File: src/rtl/hour_disp_pkg.sv
// Shared constants for the hour display driver: active-high glyphs, slot selects, legal hour range.
package hour_disp_pkg;

  localparam logic [6:0] GLYPH_0    = 7'h3F;
  localparam logic [6:0] GLYPH_1    = 7'h06;
  localparam logic [6:0] GLYPH_2    = 7'h5B;
  localparam logic [6:0] GLYPH_3    = 7'h4F;
  localparam logic [6:0] GLYPH_4    = 7'h66;
  localparam logic [6:0] GLYPH_5    = 7'h6D;
  localparam logic [6:0] GLYPH_6    = 7'h7D;
  localparam logic [6:0] GLYPH_7    = 7'h07;
  localparam logic [6:0] GLYPH_8    = 7'h7F;
  localparam logic [6:0] GLYPH_9    = 7'h6F;
  localparam logic [6:0] GLYPH_DASH = 7'h40;
  localparam logic [6:0] GLYPH_OFF  = 7'h00;

  typedef enum logic {
    SEL_ONES = 1'b0,
    SEL_TENS = 1'b1
  } sel_e;

  localparam logic [3:0] HOUR_MIN = 4'd1;
  localparam logic [3:0] HOUR_MAX = 4'd12;

endpackage

File: src/rtl/hour_disp_seg7_enc.sv
// Combinational BCD digit to active-high seven-segment glyph; digits above 9 render dark.
// Zero latency, no flow control.
module seg7_enc
  import hour_disp_pkg::*;
(
  input  logic [3:0] digit,
  output logic [6:0] glyph
);

  always_comb begin
    glyph = GLYPH_OFF;
    case (digit)
      4'd0: glyph = GLYPH_0;
      4'd1: glyph = GLYPH_1;
      4'd2: glyph = GLYPH_2;
      4'd3: glyph = GLYPH_3;
      4'd4: glyph = GLYPH_4;
      4'd5: glyph = GLYPH_5;
      4'd6: glyph = GLYPH_6;
      4'd7: glyph = GLYPH_7;
      4'd8: glyph = GLYPH_8;
      4'd9: glyph = GLYPH_9;
      default: glyph = GLYPH_OFF;
    endcase
  end

endmodule

File: src/rtl/hour_disp_drv.sv
// Two-digit multiplexed hour display driver with range check and sticky error; display lags capture by one edge.
// No backpressure: every hour_vld strobe is consumed on the edge it is seen.
module hour_disp_drv
  import hour_disp_pkg::*;
#(
  parameter int REFRESH_DIV    = 50000,
  parameter int ACTIVE_LOW_SEG = 1
) (
  input  logic       clk,
  input  logic       reset,
  input  logic [3:0] hour_in,
  input  logic       hour_vld,
  output logic [6:0] seg,
  output logic [1:0] an,
  output logic       err
);

  localparam int             CNT_W    = $clog2(REFRESH_DIV);
  localparam logic [CNT_W-1:0] CNT_MAX = CNT_W'(REFRESH_DIV - 1);
  localparam logic [6:0]     POL_MASK = (ACTIVE_LOW_SEG != 0) ? 7'h7F : 7'h00;

  logic [3:0]       hour_q;
  logic [CNT_W-1:0] div_cnt;
  sel_e             sel;
  logic             hour_ok;
  logic             tens;
  logic [3:0]       ones;
  logic [6:0]       ones_glyph;
  logic [6:0]       nxt_glyph;
  logic [1:0]       nxt_an;

  assign hour_ok = (hour_in >= HOUR_MIN) && (hour_in <= HOUR_MAX);

  always_ff @(posedge clk or negedge reset) begin
    if (!reset) begin
      hour_q <= HOUR_MIN;
      err    <= 1'b0;
    end else if (hour_vld) begin
      if (hour_ok) begin
        hour_q <= hour_in;
        err    <= 1'b0;
      end else begin
        err    <= 1'b1;
      end
    end
  end

  always_ff @(posedge clk or negedge reset) begin
    if (!reset) begin
      div_cnt <= '0;
      sel     <= SEL_ONES;
    end else if (div_cnt == CNT_MAX) begin
      div_cnt <= '0;
      sel     <= (sel == SEL_ONES) ? SEL_TENS : SEL_ONES;
    end else begin
      div_cnt <= div_cnt + 1'b1;
    end
  end

  assign tens = (hour_q >= 4'd10);
  assign ones = tens ? (hour_q - 4'd10) : hour_q;

  seg7_enc u_ones_enc (
    .digit (ones),
    .glyph (ones_glyph)
  );

  // Only one anode is ever driven low per slot, so 12 -> 1 can never light both digits.
  always_comb begin
    nxt_an    = 2'b11;
    nxt_glyph = GLYPH_OFF;
    if (sel == SEL_ONES) begin
      nxt_an    = 2'b10;
      nxt_glyph = err ? GLYPH_DASH : ones_glyph;
    end else if (tens && !err) begin
      nxt_an    = 2'b01;
      nxt_glyph = GLYPH_1;
    end
  end

  always_ff @(posedge clk or negedge reset) begin
    if (!reset) begin
      an  <= 2'b11;
      seg <= GLYPH_OFF ^ POL_MASK;
    end else begin
      an  <= nxt_an;
      seg <= nxt_glyph ^ POL_MASK;
    end
  end

endmodule

File: config.mk
export PLATFORM = sky130hd
export DESIGN_NAME = hour_disp_drv
export DESIGN_NICKNAME = d
export VERILOG_FILES = /design/src/rtl/hour_disp_pkg.sv /design/src/rtl/hour_disp_seg7_enc.sv /design/src/rtl/hour_disp_drv.sv
export SDC_FILE = /design/constraint.sdc
export NUM_CORES = 1
export LEC_CHECK = 0
export CELL_PAD_IN_SITES_DETAIL_PLACEMENT = 1
export CELL_PAD_IN_SITES_GLOBAL_PLACEMENT = 1
export CORE_ASPECT_RATIO = 1.1
export CORE_UTILIZATION = 39
export CTS_CLUSTER_SIZE = 20
export DETAILED_ROUTE_END_ITERATION = 6
export GPL_TIMING_DRIVEN = 0
export MAX_ROUTING_LAYER = met4
export PLACE_DENSITY = 0.71
export SKIP_CTS_REPAIR_TIMING = 1
export SLEW_MARGIN = 20
export SYNTH_ARGS = -nofsm -noshare
export SYNTH_HDL_FRONTEND = slang
export SYNTH_SLANG_ARGS = --single-unit
File: constraint.sdc
create_clock -name clk -period 1.66 [get_ports clk]
set_input_delay 0.498 -clock clk [delete_from_list [all_inputs] [get_ports clk]]
set_output_delay 0.498 -clock clk [all_outputs]
set_load 0.005 [all_outputs]
### Word level (Yosys, flattened, before mapping)

Memories as Yosys holds them, arrays and structs flattened.
Index checks and enable logic that the tools add are counted.
Widths: inputs -> output; s select.

* memory bits (read-only): 112
* bits in latches: 0
* bits in registers: 31
* logic and storage cells: 27
* memories: 1
* output and inout port bits: 10
* input bits: 7
* RAM bits: 0

* multiply operators: 0
* magnitude comparators: 3
* bitwise gates (word level): 1
* equal/unequal tests: 1
* mux-type cells: 9
* shift-type cells: 0
* add/sub/neg operators: 2
* div/mod/pow operators: 0
* reductions and logical operators: 4

Memories
* (no name shown): depth 16, width 7, read ports 1, clocked after memory_dff 0, wr ports 0, line hour_disp_seg7_enc.sv:12 `case (digit)`

Operators by type and width (number)
* $add 16x1->16 const B: 1
* $eq 16x16->1 const B: 1
* $mux 16: 1
* $mux 7: 2
* $not 7->7: 1
* $ge 4x1->1 const B: 1
* $ge 4x4->1 const B: 1
* $le 4x4->1 const B: 1
* $mux 2: 2
* $mux 4: 1
* $sub 4x4->4 const B: 1
* $mux 3: 1
* $logic_and 1x1->1: 2
* $mux 1: 2
* $reduce_and 2->1: 1
* $logic_not 1->1: 1

### Logic depth before layout (Yosys ltp)

An unclocked memory read counts as a cell.

* word-level depth: 6
* gate-level depth with buffers: 7
* mapped depth without buffers: 6

### Modules after synthesis

From an unflattened synthesis, not the netlist that was laid out.

* cells, all modules: 168
* area, all modules: 1657.8 µm²

Modules (own cells, without submodules)
* hour_disp_drv: sequential area each 788.3 µm², area an instance 1437.6 µm², instances 1, cells each 140
* seg7_enc: sequential area each 0.0 µm², area an instance 220.2 µm², instances 1, cells each 28

### Least setup slack after synthesis

Ideal clock, no wire load.

* path type: register to register
* from: register hour_q[3]
* to: register seg[4]
* setup time: 0.088 ns
* path buffers: 1
* slack: 0.107 ns
* period minus slack after synthesis: 1.553 ns
* arrival: 1.466 ns
* required time: 1.572 ns
* cell stages (with the launch flop): 7
* cells stage by stage: dfrtp_1 clkbuf_1 nand2_1 mux2i_1 ha_1 a22oi_1 or3_1

* cells in the longest elaborated chain, start to end: 6
* elaborated cells between the ends (all ways): 7
* classes of those cells: add/sub: 1; order compare: 1; mux: 3; bitwise: 1; memory: 1

RTL lines
* start, declared: line hour_disp_drv.sv:22 `logic [3:0] hour_q;`
* start signal, assigned: line hour_disp_drv.sv:40 `hour_q <= hour_in;`
* $sub 4x4->4 / $ge 4x4->1 (equally long branches): line hour_disp_drv.sv:61, hour_disp_drv.sv:60
* $mux 4 *: line hour_disp_drv.sv:61 `assign ones = tens ? (hour_q - 4'd10) : hour_q;`
* $mem_v2 16x7 *
* $mux 7 *: line hour_disp_drv.sv:74 `nxt_glyph = err ? GLYPH_DASH : ones_glyph;`
* $mux 7 *: line hour_disp_drv.sv:72 `if (sel == SEL_ONES) begin`
* $not 7->7 (no source line) *
* end signal, assigned: line hour_disp_drv.sv:84 `seg <= GLYPH_OFF ^ POL_MASK;`
* end signal, assigned: line hour_disp_drv.sv:87 `seg <= nxt_glyph ^ POL_MASK;`
* end, declared: line hour_disp_drv.sv:13 `output logic [6:0] seg,`

Every way passes the cells marked *; elsewhere a longest branch is shown, timed or not.
A chain may end at the register's enable or synchronous reset.

### Worst setup path after layout

* from: register hour_q[1]
* to: register seg[2]

* cells in the longest elaborated chain, start to end: 6
* elaborated cells between the ends (all ways): 9
* classes of those cells: add/sub: 1; order compare: 1; mux: 4; bitwise: 1; reduce/logical: 1; memory: 1

RTL lines (line)
* $sub 4x4->4 / $ge 4x4->1 (equally long branches): hour_disp_drv.sv:61, hour_disp_drv.sv:60
* $mux 4: hour_disp_drv.sv:61
* $mem_v2 16x7
* $mux 7: hour_disp_drv.sv:74
* $mux 7 *: hour_disp_drv.sv:72
* $not 7->7 (no source line) *

Marks and branches as above.

==> run summary <==
- **status** finished clean
- **post-synthesis register bit count** 31
- **post-route cell area** 1976 um2
- **Final Net Count** 185
- **Max Buffers Root-to-Sink** 2
- **final routed wire length divided by cell count** 15.53 um
- **DIE WIDTH** 61.92 um
- **layout-stage area growth over the synthesis result** 28.27%
- **vias in the first global route** 1185
- **Slowest cell on crit path** sky130_fd_sc_hd__dfrtp_2
- **Crit. Startpoint** hour_q[1]$_DFFE_PN0P_
- **commonest non-fill, non-tap cells in the layout** 16 x sky130_fd_sc_hd__dfrtp_1, 11 x sky130_fd_sc_hd__dlymetal6s2s_1, 10 x sky130_fd_sc_hd__inv_1, 10 x sky130_fd_sc_hd__dfstp_2, 9 x sky130_fd_sc_hd__nand2_1
- **ys async rst share** 100.0%
- **design internal power** 0.001356 W
- **first-pass iteration count of the detailed router** 4
- **type of destination of the critical path** flip-flop
- **I/O pin cnt** 17
- **maximum number of pins on one net before global-route repair** 32
- **Site Rows** 23
- **cell area after placement** 1758 um2
- **Total Negative Setup Slacks** 0 ns
- **Critical Path Start Type** flip-flop
- **number of enable flip-flop cells after synthesis** 0
- **clock buffers created by TritonCTS** 5
- **Die Footprint** 4205 um2
- **peak clock frequency supported by timing** 622.5 MHz
- **number of non-filler instances in the completed layout** 224
- **Clock Pin Slew Worst Setup and Hold Paths** 0.06 ns
- **share of the clock period used by the worst path after layout** 96.78%
- **Congestion Overflow GR** 0
- **register share of total power** 47.6%
- **routed vias** 1178
- **Initial Utilization** 41.49%
- **number of clock sinks seen by CTS** 31
- **flop2flop setup slack** 0.05 ns
- **number of instances in the synthesized netlist** 144
- **power share of the combinational group** 22.1%
- **Net Count, Synth** 156
- **GRT Resource Usage Total** 18.71%
- **delay of the slowest cell on the worst path** 0.42 ns
- **# setup viols final** 0
- **start-to-end type of the worst setup path** reg2reg
- **detailed router's first-iteration violation count** 31
- **number of nets with antenna violations after detailed routing** 0
- **Clock Latency Late Sink** 0.28 ns
- **worst-path cell chain** inv_4 > ha_1 > mux2i_1 > a311oi_2 > buf_4 > a21boi_0
- **number of inserted diodes** 0
- **count of synthesis-stage warnings from yosys** 0
- **HPWL after DPL** 2320 um
- **share of layout cells above drive strength 1** 27.01%
- **Worst VDD drop** 443.9 uV
- **highest fanout seen on the critical path** 5
- **total wirelength of the detailed-routed design** 3478 um
- **Placed Instances** 210
- **hold violation count in the final report** 0
- **number of antenna violations at the first check in global routing** 0
- **final worst setup slack** 0.05349 ns
- **count of H-tree levels built during CTS** 2
- **net load switching power** 0.0005094 W
- **Setup WS pre-CTS** -0.3131 ns
- **leading cell type in the layout, fill and taps excluded** sky130_fd_sc_hd__dfrtp_1
- **Leak** 0.9128 nW
- **share of total power in the clock network** 30.3%
- **mean post-synth cell area** 10.70 um2
- **synthesized cell area** 1540 um2
- **number of port buffers** 16
- **Buffers & Inverters on Critical Path** 2
- **capture point of the worst reg-to-reg path** seg[2]$_DFF_PN1_
- **fraction of power spent switching nets** 27.31%
- **reg-to-reg critical path startpoint** hour_q[1]$_DFFE_PN0P_
- **cell family with most CP delay** flip-flops
- **commonest register cell after synthesis** sky130_fd_sc_hd__dfrtp_1
- **count of max-cap constraint violations** 0
- **worst path required time** 1.86 ns
- **worst setup skew after layout** 0.002981 ns
- **Clock Tree Root** sky130_fd_sc_hd__clkbuf_8
- **headroom to the max-slew limit** 55.08%
- **floorplan core area** 3712 um2
- **Synth cell types** 42
- **Via-to-Cell Ratio** 5.259
- **cell area power density** 944.2 nW/um2
- **Slew Viols, Final** 0
- **sequential element share of the synthesized area** 51.18%
- **Hold Path Class** in2async
- **reg2reg path depth** 6
- **actual transition at the worst max-transition pin** 0.6738 ns
- **Routability Congestion** 0.8054
- **Final Total Pwr** 0.001865 W
- **arrival time at the worst endpoint** 1.81 ns
- **first-pass GRT wire length** 5395 um
- **final routed DRC violation total** 0
- **CTS tree** done
- **height of the chip** 67.91 um
- **crit path time final** 1.607 ns
==> cell usage after synthesis (all sizes together), types with 2 or more instances <==
library cell,n,area (um2)
nor2,9,33.78
a22oi,4,30.03
o21a,2,15.01
o21ai,7,35.03
a21boi,2,15.01
nand2b,3,18.77
or4,2,15.01
a21oi,4,20.02
or3,3,20.02
a31oi,2,12.51
inv,11,41.29
xnor2,5,43.79
xor2,6,52.55
mux2,3,33.78
nand2,9,33.78
mux2i,3,30.03
ha,5,62.56
nand3,6,30.03
nand4,2,18.77
and4,3,26.28
dfrtp,21,525.5
nor3,4,20.02
o211ai,2,15.01
dfstp,10,262.8
==> worst reg2reg max path: stages (launching register included) <==
cell	delay, ns
sky130_fd_sc_hd__dfrtp_2	0.42
sky130_fd_sc_hd__inv_4	0.07
sky130_fd_sc_hd__ha_1	0.37
sky130_fd_sc_hd__mux2i_1	0.20
sky130_fd_sc_hd__a311oi_2	0.12
sky130_fd_sc_hd__buf_4	0.17
sky130_fd_sc_hd__a21boi_0	0.18
==> cells by family (layout without fill, tap and decap cells) <==
logic type / count (synthesis) / in the layout / share of synthesized area (%)
AO/OA/AOI/OAI: 29 / 29 / 12.43
XOR/XNOR: 11 / 11 / 6.255
adder cells (fa/ha/maj): 5 / 5 / 4.062
buffers and inverters: 13 / 43 / 3.655
flip-flops: 31 / 31 / 51.18
multiplexers: 6 / 6 / 4.143
AND/OR/NAND/NOR: 49 / 49 / 18.28
==> registers in the layout, summed over array words and instances (netlist names) <==
register	cells
err	1
div_cnt	16
seg	7
an	2
hour_q	4
sel	1
==> how the worst max path moves through the flow <==
stage | depth (start not counted) | to
final | 6 | seg[2]$_DFF_PN1_
after global routing | 5 | div_cnt[10]$_DFF_PN0_
after CTS | 5 | seg[0]$_DFF_PN1_
after floorplan | 6 | seg[4]$_DFF_PN1_
after detailed placement | 4 | hour_q[1]$_DFFE_PN0P_
after global placement | 1 | hour_q[1]$_DFFE_PN0P_
==> power by group through the flow <==
stage                     Combinational (W)  Sequential [W]  Clock (W)
final                              0.000412        0.000887   0.000566
after global placement             0.000362        0.000893          0
after detailed placement           0.000377        0.000898          0
after CTS                          0.000380        0.000885   0.000584
after global routing               0.000455        0.000896   0.000619
after floorplan                    0.000198        0.000897          0
==> final cells by class <==
class | count | area (um2)
repair buffers | 22 | 227.7
multi-input cells | 100 | 743.2
inverters | 11 | 43.79
clock inverters | 1 | 5.005
clock buffers | 7 | 76.32
flip-flops and latches | 31 | 794.5
plain buffers | 2 | 22.52
fillers | 401 | 1737
well taps | 50 | 62.56
==> metrics by stage <==
stage | hold slack, ns | utilization [%]
5_1_grt | 0.2964 | 53.22
6_report | 0.2456 | 53.22
3_3_place_gp | 0.4523 | 47.49
3_5_place_dp | 0.4600 | 47.35
2_1_floorplan | 0.2024 | -
4_1_cts | 0.2695 | 49.55
==> per-layer routing <==
metal / global-route usage (%) / up-vias / wire length (um)
met5: - / - / 0
met4: 9.444 / 0 / 68
met3: 5.293 / 8 / 104
met2: 29.57 / 21 / 1806
met1: 21.53 / 581 / 1499
li1: - / 568 / -
Note: power is estimated with default switching activity, not from simulation.
==> RTL change 1 (config.mk and constraints unchanged) <==
Remove the register `seg`: a continuous assignment takes its place, so the output `seg` follows one clock earlier.
--- a/src/rtl/hour_disp_drv.sv
+++ b/src/rtl/hour_disp_drv.sv
@@ -83,6 +83,4 @@
       an  <= 2'b11;
-      seg <= GLYPH_OFF ^ POL_MASK;
     end else begin
       an  <= nxt_an;
-      seg <= nxt_glyph ^ POL_MASK;
     end
@@ -90,2 +88,4 @@
 
+  assign seg = nxt_glyph ^ POL_MASK;
+
 endmodule
Formal check against the unedited RTL: not equivalent (Yosys sat finds a counterexample within 4 cycles, from zero or initial values and one cycle with reset low).
==> RTL change 1 against the original RTL <==
Synthesized area decreased by 12%; the run now ends with setup timing left; critical endpoint is now seg[4]; design area decreased by 3.9%; first-iteration DRC count increased by 81%; worst setup slack got worse by 0.82 ns; sequential cell count decreased by 7; clock skew increased by 0.0059 ns; power decreased by 12%; routed wire length increased by 1.4%; clock power decreased by 22%; sequential power decreased by 29%; highest routed layer unchanged; worst hold slack got worse by 0.13 ns; synthesized cell count decreased by 4.9%; largest cell class is now multi-input gates.
==> RTL change 1: results (changes against the original RTL) <==
| Metric | Value |
|---|---|
| Fin Setup TNS | `-5.18 ns (was 0 ns)` |
| Reg2reg start | `div_cnt[0] (was hour_q[1])` |
| Post-synth top cells | `dfrtp_1, inv_1, nand2_1, nor2_1, o21ai_0 (was dfrtp_1, inv_1, dfstp_2)` |
| Largest regs | `div_cnt (16), hour_q (4), an (2) (was div_cnt (16), seg (7), hour_q (4))` |
| Synth top area cells | `dfrtp_1, dfstp_2, ha_1, xor2_1, xnor2_1 (unchanged)` |
| Largest stage delay on the critical path | `0.45 ns (was 0.42 ns)` |
| R2r endpoint | `div_cnt[10] (was seg[2])` |
| Hold Slack | `0.118 ns (was 0.246 ns)` |
| WL/cell | `15.7 um (was 15.5 um)` |
| Post-synthesis sequential area ratio | `44.6% (was 51.2%)` |
| Clk Latency, worst-skew pair | `0.34 ns (was 0.28 ns)` |
| Critical path data arrival time | `1.93 ns (was 1.81 ns)` |
| DRT iter0 DRCs | `56 (was 31)` |
| Gr usage total | `18.8% (was 18.7%)` |
| Grt met2 use | `31.2% (was 29.6%)` |
| Failing checks | `setup timing` |
| Met3 Resource Use GR | `2.43% (was 5.29%)` |
| Setup slack after layout | `-0.764 ns (was 0.0535 ns)` |
| Final setup viols | `7 (was 0)` |
| Routability cong. | `0.780 (was 0.805)` |
| Worst slew pin tran | `0.545 ns (was 0.674 ns)` |
| Dpl ws | `-0.951 ns (was -0.313 ns)` |
| Peak VDD IR | `0.000372 V (was 0.000444 V)` |
| Outcome | `finished with violations (was finished clean)` |
| Syn nets | `149 (was 156)` |
| Largest net degree at the start of global routing | `25 (was 32)` |
[RTL change 1: cell count changes after synthesis]
cell	change
dfstp_2	-7
[RTL change 1: worst max-delay path by stage]
stage / end / start / cells past startpoint
3_3_place_gp: seg[5] / hour_q[3] / 8
2_1_floorplan: seg[4] / hour_q[3] / 6
3_5_place_dp: seg[5] / hour_q[3] / 8
5_1_grt: seg[0] / hour_q[1] / 7
4_1_cts: seg[5] / hour_q[3] / 8
6_report: seg[4] / hour_q[1] / 7
[RTL change 1: area by class of cell]
class,count,area [um2],area share [%]
Sequential cell,24,609,32.1
Clock buffer,3,22.5,1.19
Multi-Input combinational cell,100,820,43.1
Buffer,2,26.3,1.38
Inverter,11,46.3,2.44
Tap cell,48,60.1,3.16
Timing Repair Buffer,35,285,15.0
Clock inverter,1,30.0,1.58
[RTL change 1: worst reg2reg max path, cell delays in order (launching register included)]
cell     delay (ns)
dfrtp_1        0.42
ha_2           0.21
and3_4         0.22
nand4_1        0.20
or4_1          0.45
nand2_1        0.07
[RTL change 1: logic make-up (layout without fill, tap and decap cells)]
logic type      count (synthesis)  after routing  synth area share, %
simple gates                   49             49                 20.8
buf+inv                        13             52                 4.15
fa+ha+maj                       5              5                 4.61
mux                             6              6                 4.70
xor+xnor                       11             11                 7.10
compound gates                 29             29                 14.1
flops                          24             24                 44.6
[RTL change 1: power by group through the flow]
| stage | logic (mW) | registers [mW] | clock network, mW |
|---|---|---|---|
| after floorplan | 0.239 | 0.636 | 0 |
| after global placement | 0.397 | 0.642 | 0 |
| after detailed placement | 0.403 | 0.644 | 0 |
| after CTS | 0.407 | 0.633 | 0.449 |
| after global routing | 0.622 | 0.637 | 0.476 |
| final | 0.576 | 0.633 | 0.440 |
[RTL change 1: per-layer routing]
metal  up-vias  share of wire, %
met5         -                 0
met4         0              0.96
met3         3               2.4
met2        22                51
met1       582                45
li1        570                 -
==> RTL change 2 (config.mk and constraints unchanged) <==
Made on the original files. `REFRESH_DIV`: 50000 -> 200000.
--- a/src/rtl/hour_disp_drv.sv
+++ b/src/rtl/hour_disp_drv.sv
@@ -5,3 +5,3 @@
 #(
-  parameter int REFRESH_DIV    = 50000,
+  parameter int REFRESH_DIV    = 200000,
   parameter int ACTIVE_LOW_SEG = 1
Check against the original RTL: no difference found for any inputs over 10 cycles, from zero or initial values and one cycle with reset low; that may be too few to reach the edited logic, so the function may still have changed.
==> RTL change 2 against the original RTL <==
Via count up 11%; worst setup slack worse by 0.032 ns; power up 12%; core utilization down 0.094 points; design area up 9.8%; synthesized area up 11%; first-iteration DRC count up 74%; routed wire length up 18%; sequential cell count up 2; fmax down 2.0%; sequential share of layout area down 1.4 points; critical path type unchanged.
==> RTL change 2: results (changes against the original RTL) <==
| Metric | Value |
|---|---|
| Outcome | `finished clean (unchanged)` |
| Layout cells sized above 1 | `30.6% (was 27.0%)` |
| Peak VDD IR | `0.000504 V (was 0.000444 V)` |
| Vias/cell | `5.48 (was 5.26)` |
| Largest net degree at the start of global routing | `34 (was 32)` |
| Layout Cells excl Fill | `238 (was 224)` |
| Hold Slack | `0.275 ns (was 0.246 ns)` |
| Gate count of the mapped netlist | `154 (was 144)` |
| WL/cell | `17.3 um (was 15.5 um)` |
| Critical path data arrival time | `1.85 ns (was 1.81 ns)` |
| Max reg flops | `18 (was 16)` |
| Largest regs | `div_cnt (18), seg (7), hour_q (4) (was div_cnt (16), seg (7), hour_q (4))` |
| HPWL Detailed | `2740 um (was 2320 um)` |
| Fill cells | `457 (was 401)` |
| Post-synthesis sequential area ratio | `49.1% (was 51.2%)` |
| R2r setup slk | `0.02 ns (was 0.05 ns)` |
| Placed cell count | `222 (was 210)` |
| Static Leakage | `1.02 nW (was 0.913 nW)` |
| Clk root buf | `clkbuf_8 (unchanged)` |
| Post-synth top cells | `dfrtp_1, nor2_1, dfstp_2 (was dfrtp_1, inv_1, dfstp_2)` |
| DRT iter0 DRCs | `54 (was 31)` |
| Gr usage total | `18.8% (was 18.7%)` |
| Vias in the first global route | `1359 (was 1185)` |
| Syn nets | `166 (was 156)` |
| Layout Nets | `197 (was 185)` |
| Synth top area cells | `dfrtp_1, dfstp_2, ha_1, xnor2_1, xor2_1 (was dfrtp_1, dfstp_2, ha_1, xor2_1, xnor2_1)` |
-- RTL change 2: cell count changes after synthesis, moves of 3 or more --
cell | unedited run | this run
nor2_1 | 9 | 12
inv_1 | 11 | 8
o21ai_0 | 7 | 4
nand4_1 | 1 | 5
-- RTL change 2: cell type report --
class	instances	area [um2]	area share, %
Tap cell	52	65.1	3.00
Clock buffer	7	96.3	4.44
Sequential cell	33	842	38.8
Timing Repair Buffer	24	240	11.1
Clock inverter	1	5.00	0.231
Multi-Input combinational cell	110	866	39.9
Buffer	2	18.8	0.865
Inverter	9	36.3	1.67
-- RTL change 2: worst max-delay path, cell delays in order (launching register included) --
cell and delay (ns):
dfrtp_2 0.46, inv_4 0.11, ha_2 0.33, mux2i_1 0.21, a311oi_2 0.12, buf_4 0.17
a21boi_1 0.16
-- RTL change 2: kinds of logic (layout without fill, tap and decap cells) --
group	Yosys count	count (layout)	share of synthesized area [%]
adders and majority gates	5	5	3.66
DFF	33	33	49.1
and+or+nand+nor	57	57	21.6
AOI/OAI and AO/OA	28	28	11.6
muxes	6	6	3.74
buffers and inverters	11	43	2.71
xor gates and xnor gates	14	14	7.62
-- RTL change 2: layer usage --
metal,GRT usage [%],share of wire (%)
met5,-,0
met3,4.78,2.7
met4,2.90,1.1
met2,33.4,58
met1,21.5,39
-- RTL change 2: power breakdown --
part           total (mW)  switching, mW  internal [mW]
Sequential          0.937         0.0380          0.899
Combinational       0.485          0.240          0.245
Clock               0.671          0.297          0.375
Total                2.09          0.575           1.52
-- RTL change 2: metrics by stage --
stage,setup slack [ns],util [%],setup TNS (ns)
5_1_grt,-0.0838,53.1,-0.173
3_5_place_dp,-0.341,47.2,-1.51
2_1_floorplan,0.198,-,0
4_1_cts,-0.158,49.7,-2.11
6_report,0.0214,53.1,0
3_3_place_gp,-0.535,47.3,-15.77
